## src/rtl/counter_pkg.sv

```systemverilog
// Shared constants and types for the synchronous counter set.
package counter_pkg;
   localparam int CNT_W = 4;
   localparam logic [CNT_W-1:0] CNT_RST = 4'b1111;

   typedef logic [CNT_W-1:0] cnt_t;
endpackage

```

## src/rtl/down_counter_4_toggle_ff.sv

```systemverilog
// T flip-flop with synchronous active-high reset to 0.
module toggle_ff (
   input  logic clk,
   input  logic rst,
   input  logic t,
   output logic q
);
   always_ff @(posedge clk) begin
      if (rst)
         q <= 1'b0;
      else if (t)
         q <= ~q;
   end
endmodule

```

## src/rtl/down_counter_4.sv

```systemverilog
// Programmable 4-bit down counter / divider: reloads from rld at zero,
// flags terminal count and toggles a 50% divided output on every reload.
module down_counter_4
   import counter_pkg::*;
#(
   parameter int               WIDTH   = CNT_W,
   parameter logic [WIDTH-1:0] RST_VAL = CNT_RST
) (
   input  logic             clk,
   input  logic             rst,
   input  logic             en,
   input  logic             load,
   input  logic [WIDTH-1:0] din,
   output logic             out0,
   output logic             out1,
   output logic             out2,
   output logic             out3,
   output logic             tc,
   output logic             div_out
);
   logic [WIDTH-1:0] count;
   logic [WIDTH-1:0] rld;
   logic             zero;
   logic             reload;

   assign zero   = (count == '0);
   // load wins over en, so a zero count under load must not reload/toggle
   assign reload = zero && en && !load;
   assign tc     = reload && !rst;

   always_ff @(posedge clk) begin
      if (rst) begin
         count <= RST_VAL;
         rld   <= RST_VAL;
      end else if (load) begin
         count <= din;
         rld   <= din;
      end else if (en) begin
         if (zero)
            count <= rld;
         else
            count <= count - 1'b1;
      end
   end

   toggle_ff u_div (
      .clk (clk),
      .rst (rst),
      .t   (reload),
      .q   (div_out)
   );

   assign out0 = count[0];
   assign out1 = count[1];
   assign out2 = count[2];
   assign out3 = count[3];
endmodule
```

## config.mk

```make
export PLATFORM = sky130hd
export DESIGN_NAME = down_counter_4
export DESIGN_NICKNAME = d
export VERILOG_FILES = /design/src/rtl/counter_pkg.sv /design/src/rtl/down_counter_4_toggle_ff.sv /design/src/rtl/down_counter_4.sv
export SDC_FILE = /design/constraint.sdc
export NUM_CORES = 1
export LEC_CHECK = 0
export BUFFER_PORTS_ARGS = -buffer_cell sky130_fd_sc_hd__buf_2
export CAP_MARGIN = 10
export CORE_MARGIN = 3
export CORE_UTILIZATION = 30
export DETAILED_ROUTE_END_ITERATION = 6
export PLACE_DENSITY = 0.56
export SYNTH_ARGS = -nofsm -noshare
export SYNTH_HDL_FRONTEND = slang
export SYNTH_HIERARCHICAL = 1
export SYNTH_SLANG_ARGS = --single-unit
```

## constraint.sdc

```tcl
create_clock -name clk -period 2.2 [get_ports clk]
set_clock_uncertainty 0.2 [all_clocks]
set_input_delay 0.11 -clock clk [delete_from_list [all_inputs] [get_ports clk]]
set_output_delay 0.11 -clock clk [all_outputs]
set_load 0.01 [all_outputs]
```

==> results of run 1 <==
-- final timing paths --
check | startpoint | to
worst max register to register | count[0] | count[1]
worst min register to register | rld[0] | rld[0]
worst min-delay path | load | rld[0]
worst max-delay path | en | tc
-- worst max-delay path: stages --
cell	delay (ps)
dlygate4sd3_1	520
buf_2	150
nor4b_1	300
and2_1	210
nor2b_1	120
buf_2	130
-- cells by family after synthesis --
| family | after synthesis |
|---|---|
| buffers and inverters | 8 |
| flip-flops | 9 |
| XOR/XNOR | 1 |
| AND/OR/NAND/NOR | 16 |
| adder cells (fa/ha/maj) | 1 |
| AO/OA/AOI/OAI | 16 |
-- flip-flops by register name, summed over array words and instances (netlist names) --
register / count
count: 4
rld: 4
u_div/q: 1
-- power groups by stage --
stage	Sequential (mW)	Clock, mW	Combinational [mW]
global route	0.185	0.145	0.0652
CTS	0.183	0.131	0.0583
detailed placement	0.187	0	0.0466
global placement	0.187	0	0.0466
floorplan	0.187	0	0.0253
finish	0.183	0.128	0.0581
-- metrics by stage --
step                      instance area (sq um)  util [%]
after CTS                                   638      47.3
after global routing                        638      47.3
after floorplan                             452         -
after detailed placement                    532      39.4
after global placement                      532      39.4
final                                       638      47.3
-- cells in the final DEF (no fill, tap or decap), drive strengths merged, types with 3 or more instances in the layout --
cell type	count
buf	13
dfxtp	9
dlygate4sd3	8
inv	7
nor2	4
clkbuf	4
nor2b	3
o21ai	3
a211oi	3
-- final cells by class --
cell class              count  area [sq um]  share of cell area, %
inverters                   7          26.3                   4.12
repair buffers             21           145                   22.7
flip-flops and latches      9           180                   28.2
multi-input cells          34           241                   37.8
well taps                  15          18.8                   2.94
clock buffers               4          26.3                   4.12
-- metal layers --
metal / global-route usage [%] / vias to the layer above
met5: 0 / -
met4: 5.26 / 0
met3: 7.17 / 2
met2: 19.8 / 11
met1: 14.1 / 198
li1: - / 230
==> results.yml, run 1 <==
run_status:
  status: "finished, final reports clean"
yosys:
  synth_area_sq_um: 452
  synth.yosys.seq_area_share_pct: 39.9
  ys.warnings.count: 6
  synth_nets: 60
  yosysMostFrequentCell: "dfxtp_1"
  yosys_most_used_dff: "dfxtp_1"
  synthSimpleGateAreaFrac_pct: 22.7
  synth_mux_area_share_pct: 0
  synthTopCellsByCount: "dfxtp_1, inv_1, nor2_1"
  postSynthCellCount: 51
  synth.avg_cell_area_sq_um: 8.86
  yosys.area.top_type_share_pct: 39.9
  synthXorXnorAreaFrac_pct: 1.94
  synth_cell_type_count: 24
  ys_ff_latch: 9
  synth_top_family_by_area: "compound AO/OA/AOI/OAI gates"
  synth-compound-area-share_pct: 26.0
  synthAdderAreaFrac_pct: 2.77
  ys_async_sr_fraction_pct: 0
  yosys-top-cells-area: "dfxtp_1, inv_1, a211oi_1"
  synth_edf_count: 0
  yosysTopAreaCell: "dfxtp_1"
worst_hold_path:
  min_path_cells: 2
  hold_class: "primary input to flop"
clocking:
  cts_buffers: 3
  cts_sinks: 9
  postCtsSetupBuffers: 0
  cts.clk_slew.worst_paths_ps: 60
  clk_path_buf_depth: 2
  cts_resized: 0
  clk_latency_ps: 260
  cts-hold-fix-buffers: 8
  cts_htree_levels: 1
  root_buffer: "clkbuf_4"
  cts_tree: "built"
sta:
  fin_crit_sh_pct: 84.0
  setup_viol: 0
  holdWs_ps: 23.8
  worst_pin_slew_ps: 328
  fin_tns_setup_ps: 0
  hold_violations: 0
  relSlewSlack_pct: 77.8
  grt_setup_unrepaired: "false"
  maxSlewViolCount: 0
  max_freq_mhz: 541
  finalCriticalPeriod_ps: 1850
  finalWorstSetupSlack_ps: 352
power:
  clkPwrFrac_pct: 34.7
  peakVddDrop_mv: 0.452
  power.internal_mw: 0.275
  p_sw_share_pct: 25.5
  combPwrFrac_pct: 15.7
  p_sw_mw: 0.0941
  p_total_mw: 0.370
  p_leak_nw: 0.305
  p_per_area_nw_per_um2: 579
  power_frac_seq_pct: 49.6
placed_design:
  gp_congestion: 0.716
  place_inst: 78
  hpwlAfterDp_um: 668
  io_buffers: 13
  place_ws_ps: 404
global_routing:
  grt_antenna_before_repair: 0
  grt_pass1_vias: 441
  grt_usage_pct: 12.7
  grt_overflow: 0
  grt_pass1_wl_um: 1810
  grt_max_degree: 15
routing:
  num_vias: 441
  dr_wl_met2_um: 437
  ant_nets: 0
  first_pass_iters: 4
  wl_met1_um: 473
  wl_per_cell_um: 11.0
  routed_wirelength_um: 990
  dr.max_layer_used: "met4"
  drtIter0Drc: 2
  wl_met3_um: 68
  avgViaCountPerCell: 4.90
  detail_route.drc_violations: 0
cells_and_area:
  drive_gt1_share_pct: 24.0
  fin_cells: 90
  n_fill_cell: 136
  syn_to_final_growth_pct: 41.3
  antenna_cells: 0
  fin_nets: 85
floorplanning:
  rows: 13
  start_util_pct: 33.5
  die_y_um: 44.8
  fp.coreArea_sq_um: 1350
  io_pins: 14
  die_x_um: 44.8
  dieArea_sq_um: 2010
setup_path:
  critical_path_class: "primary input to primary output"
  rrSetupSlack_ps: 400
  worst-endpoint-arrival_ps: 1540
  end_kind: "primary output"
  rr_worst_depth: 5
  worstSetupStartpointType: "primary input"
  critPathMaxFanout: 6
  cp.required_ps: 1890
flow_run:
  cap_violations: 0
(Power assumes the default switching activity.)
==> inputs of run 2 (changes only) <==
--- a/config.mk
+++ b/config.mk
@@ -10,7 +10,7 @@
 export CORE_MARGIN = 3
 export CORE_UTILIZATION = 30
 export DETAILED_ROUTE_END_ITERATION = 6
-export PLACE_DENSITY = 0.56
+export PLACE_DENSITY = 0.57
 export SYNTH_ARGS = -nofsm -noshare
 export SYNTH_HDL_FRONTEND = slang
 export SYNTH_HIERARCHICAL = 1
==> constraint.sdc (replaced) <==
create_clock -name clk -period 1.62 [get_ports clk]
set_clock_uncertainty 0.2 [all_clocks]
set_input_delay 0.081 -clock clk [delete_from_list [all_inputs] [get_ports clk]]
set_output_delay 0.081 -clock clk [all_outputs]
set_load 0.01 [all_outputs]
==> run 2 against run 1 <==
  * Global-route usage increased by 3.0 points
  * Register-to-register slack got worse by 360 ps
  * First-iteration DRC count unchanged
  * Power increased by 51%
  * Sequential power increased by 34%
  * Combinational power increased by 120%
  * Critical endpoint unchanged
==> results.yml, run 2 (synthesized netlist as in run 1, its figures left out) <==
setup_path:
  end_kind: "primary output"
  rr_worst_depth: 5
  crit_start: "count[2]"
  critPathMaxFanout: 5
  path_depth: 4
  worstReg2RegEnd: "count[0]"
  crit_family: "simple AND/OR/NAND/NOR gates"
  cp_slowest_cell: "dfxtp_4"
  slowest_delay_ps: 360
  cp.required_ps: 1340
  worstSetupStartpointType: "flop"
  path_buf_inv: 1
  rrSetupSlack_ps: 40
  r2r-start: "count[0]"
  worst-endpoint-arrival_ps: 1310
  critical_path_class: "flop to primary output"
  worstPathCellList: "nor4b_4, and2_4, nor2b_4, buf_6"
clocking:
  clk_latency_ps: 270
  cts_tree: "built"
  cts_sinks: 9
  root_buffer: "clkbuf_4"
  clk_path_buf_depth: 2
  cts_buffers: 3
  cts_htree_levels: 1
  cts.clk_slew.worst_paths_ps: 70
floorplanning:
  rows: 13
  die_x_um: 44.8
  die_y_um: 44.8
  start_util_pct: 33.5
  fp.coreArea_sq_um: 1350
  dieArea_sq_um: 2010
  io_pins: 14
power:
  p_total_mw: 0.559
  p_sw_share_pct: 28.5
  p_leak_nw: 0.375
  power.internal_mw: 0.399
  peakVddDrop_mv: 0.506
  p_sw_mw: 0.159
  power_frac_seq_pct: 44.0
  clkPwrFrac_pct: 33.6
  combPwrFrac_pct: 22.4
  p_per_area_nw_per_um2: 689
placed_design:
  place_inst: 81
  hpwlAfterDp_um: 756
  io_buffers: 13
  gp_congestion: 0.751
routing:
  wl_per_cell_um: 13.1
  avgViaCountPerCell: 4.99
  detail_route.drc_violations: 0
  drtIter0Drc: 2
  first_pass_iters: 4
  routed_wirelength_um: 1310
  ant_nets: 0
  num_vias: 499
global_routing:
  grt_pass1_wl_um: 2190
  grt_pass1_vias: 496
  grt_overflow: 0
  grt_usage_pct: 15.7
  grt_antenna_before_repair: 0
  grt_max_degree: 15
cells_and_area:
  fin_cells: 100
  fin_nets: 95
  antenna_cells: 0
  final_common_cell: "buf_2"
  drive_gt1_share_pct: 51.8
  syn_to_final_growth_pct: 79.5
  largestRegisters: "count: 4 flops, rld: 4 flops, u_div/q: 1 flops"
  post-route-util_pct: 60.1
  layout_common_cells: "buf_2, buf_4, dlygate4sd3_1"
worst_hold_path:
  worstHoldEndpoint: "rld[0]"
  min_path_cells: 2
  hp-start: "load"
  hold_class: "primary input to flop"
run_status:
  status: "finished, final reports clean"
sta:
  hold_violations: 0
  grt_setup_unrepaired: "true"
  fin_crit_sh_pct: 98.4
  relSlewSlack_pct: 81.5
  holdWs_ps: 17.6
  fin_tns_setup_ps: 0
  setup_viol: 0
  maxSlewViolCount: 0
  finalCriticalPeriod_ps: 1590
  max_freq_mhz: 627
  worst_pin_slew_ps: 273
flow_run:
  cap_violations: 0
==> run 2: changes by cell type in the layout (fill, tap and decap cells not counted), sizes merged <==
| cell | change |
|---|---|
| dlygate4sd3 | -1 |
| buf | +10 |
| dlymetal6s4s | +1 |
==> run 2: per-stage QoR <==
stage	setup slack (ps)	instance area [sq um]
global route	-52.0	811
floorplan	3.14	463
detailed placement	1.57	566
global placement	2.07	566
CTS	2.99	762
finish	26.3	811
==> run 2: per-layer routing <==
metal	up-vias	track usage [%]	share of wire, %
met1	224	17.9	44
met2	18	23.5	46
li1	251	-	-
met4	0	9.94	3.4
met5	-	0	0
met3	6	7.17	6.8
==> run 2: how the worst max path moves through the flow <==
stage	slack [ps]	endpoint
after floorplan	3	count[0]
after global placement	2	count[0]
final	30	tc
after CTS	3	tc
after global routing	-50	tc
after detailed placement	2	count[0]
==> run 2: final cells by class <==
| cell class | instances | area (sq um) |
|---|---|---|
| fillers | 129 | 539 |
| well taps | 15 | 18.8 |
| clock buffers | 4 | 26.3 |
| inverters | 7 | 26.3 |
| multi-input cells | 34 | 317 |
| repair buffers | 31 | 233 |
| flip-flops and latches | 9 | 190 |
==> run 2: power groups by stage <==
| stage | sequential (mW) | combinational (mW) | clock, mW |
|---|---|---|---|
| 2_1_floorplan | 0.256 | 0.0351 | 0 |
| 3_3_place_gp | 0.253 | 0.0749 | 0 |
| 6_report | 0.246 | 0.125 | 0.188 |
| 5_1_grt | 0.247 | 0.137 | 0.208 |
| 3_5_place_dp | 0.253 | 0.0750 | 0 |
| 4_1_cts | 0.249 | 0.114 | 0.186 |
==> run 2: repair_timing <==
action                                 CTS  global route
setup buffers                            3             4
setup endpoints to repair                3             6
endpoints found under the hold margin    9             2
gates resized for setup                 14             6
hold buffers                             9             1
pin swaps                                3             6
==> inputs of run 3 (changes only) <==
--- a/config.mk
+++ b/config.mk
@@ -11,6 +11,7 @@
 export CORE_UTILIZATION = 30
 export DETAILED_ROUTE_END_ITERATION = 6
 export PLACE_DENSITY = 0.57
+export RECOVER_POWER = 25
 export SYNTH_ARGS = -nofsm -noshare
 export SYNTH_HDL_FRONTEND = slang
 export SYNTH_HIERARCHICAL = 1
==> run 3 against run 2 <==
  * Combinational power about the same
  * Sequential share of layout area hardly changed
  * Routed wire length is essentially flat
  * Hold slack about the same
  * Global-route usage is the same
  * Sequential cell count unchanged
  * Count of clock-buffer cells in the layout is the same
  * Fmax hardly changed
==> results.yml, run 3 (synthesized netlist as in run 1, its figures left out) <==
cells_and_area:
  antenna_cells: 0
  largestRegisters: "count: 4 flops, rld: 4 flops, u_div/q: 1 flops"
  fin_cells: 100
  fin_nets: 95
  syn_to_final_growth_pct: 79.2
  layout_common_cells: "buf_2, buf_4, dlygate4sd3_1"
  final_common_cell: "buf_2"
  drive_gt1_share_pct: 50.6
clocking:
  cts_sinks: 9
  cts_tree: "built"
  cts_buffers: 3
  clk_latency_ps: 270
  cts_htree_levels: 1
  cts.clk_slew.worst_paths_ps: 70
  root_buffer: "clkbuf_4"
  clk_path_buf_depth: 2
setup_path:
  cp.required_ps: 1340
  end_kind: "primary output"
  critical_path_class: "flop to primary output"
  worstSetupStartpointType: "flop"
  rr_worst_depth: 5
  critPathMaxFanout: 5
  worst-endpoint-arrival_ps: 1310
global_routing:
  grt_antenna_before_repair: 0
  grt_pass1_wl_um: 2190
  grt_pass1_vias: 496
  grt_max_degree: 15
  grt_overflow: 0
  grt_usage_pct: 15.7
floorplanning:
  dieArea_sq_um: 2010
  fp.coreArea_sq_um: 1350
  die_x_um: 44.8
  die_y_um: 44.8
  rows: 13
  io_pins: 14
  start_util_pct: 33.5
sta:
  worst_pin_slew_ps: 273
  max_freq_mhz: 627
  relSlewSlack_pct: 81.5
  setup_viol: 0
  maxSlewViolCount: 0
  hold_violations: 0
  grt_setup_unrepaired: "true"
  fin_crit_sh_pct: 98.4
  finalCriticalPeriod_ps: 1590
routing:
  first_pass_iters: 4
  num_vias: 495
  drtIter0Drc: 2
  ant_nets: 0
  avgViaCountPerCell: 4.95
  wl_per_cell_um: 13.1
  routed_wirelength_um: 1310
  detail_route.drc_violations: 0
placed_design:
  gp_congestion: 0.751
  place_inst: 81
  hpwlAfterDp_um: 756
  io_buffers: 13
power:
  peakVddDrop_mv: 0.506
  p_total_mw: 0.559
  p_per_area_nw_per_um2: 690
  p_leak_nw: 0.371
worst_hold_path:
  hold_class: "primary input to flop"
  min_path_cells: 2
run_status:
  status: "finished, final reports clean"
flow_run:
  cap_violations: 0
==> run 3: timing repair <==
action,4_1_cts,5_1_grt
endpoints found under the hold margin,9,2
resized for setup,14,6
setup buffers,3,4
endpoints found under the setup margin,3,6
pin swaps,3,6
hold buffers,9,1
==> run 3: through the flow <==
stage	TNS (ps)	setup slack (ps)	util, %	instance area (sq um)	hold slack (ps)
finish	0	26.3	60.0	810	17.6
global route	-52.0	-52.0	60.0	810	49.6
CTS	0	2.99	56.4	762	-103
detailed placement	0	1.57	41.9	566	112
global placement	0	2.07	41.9	566	105
floorplan	0	3.14	-	463	-46.6
==> run 3: power by group <==
group | leakage (nW) | switching (mW) | internal [mW]
Clock | 0.0150 | 0.0921 | 0.0955
Combinational | 0.281 | 0.0567 | 0.0686
Sequential | 0.0743 | 0.0107 | 0.235
==> run 3: worst paths after layout <==
path | startpoint | to | slack [ps]
max reg2reg | count[0] | count[0] | 40
min | load | rld[0] | 20
max | count[2] | tc | 30
min reg2reg | rld[0] | rld[0] | 270
==> run 3: metal layers <==
layer,up-vias,global-route usage (%),wire length [um]
met1,222,17.9,585
met5,-,0,0
met2,16,23.5,596
li1,251,-,-
met3,6,7.17,80
met4,0,9.94,45
==> run 3: cell type report <==
class | instances | area, sq um
well taps | 15 | 18.8
clock buffers | 4 | 26.3
multi-input cells | 34 | 317
repair buffers | 31 | 231
flip-flops and latches | 9 | 190
inverters | 7 | 26.3
fillers | 130 | 541
==> run 3: worst max-delay path, stage by stage, from the launching register on <==
cell     delay [ps]
dfxtp_4         360
nor4b_4         270
and2_4          180
nor2b_4         130
buf_6           100
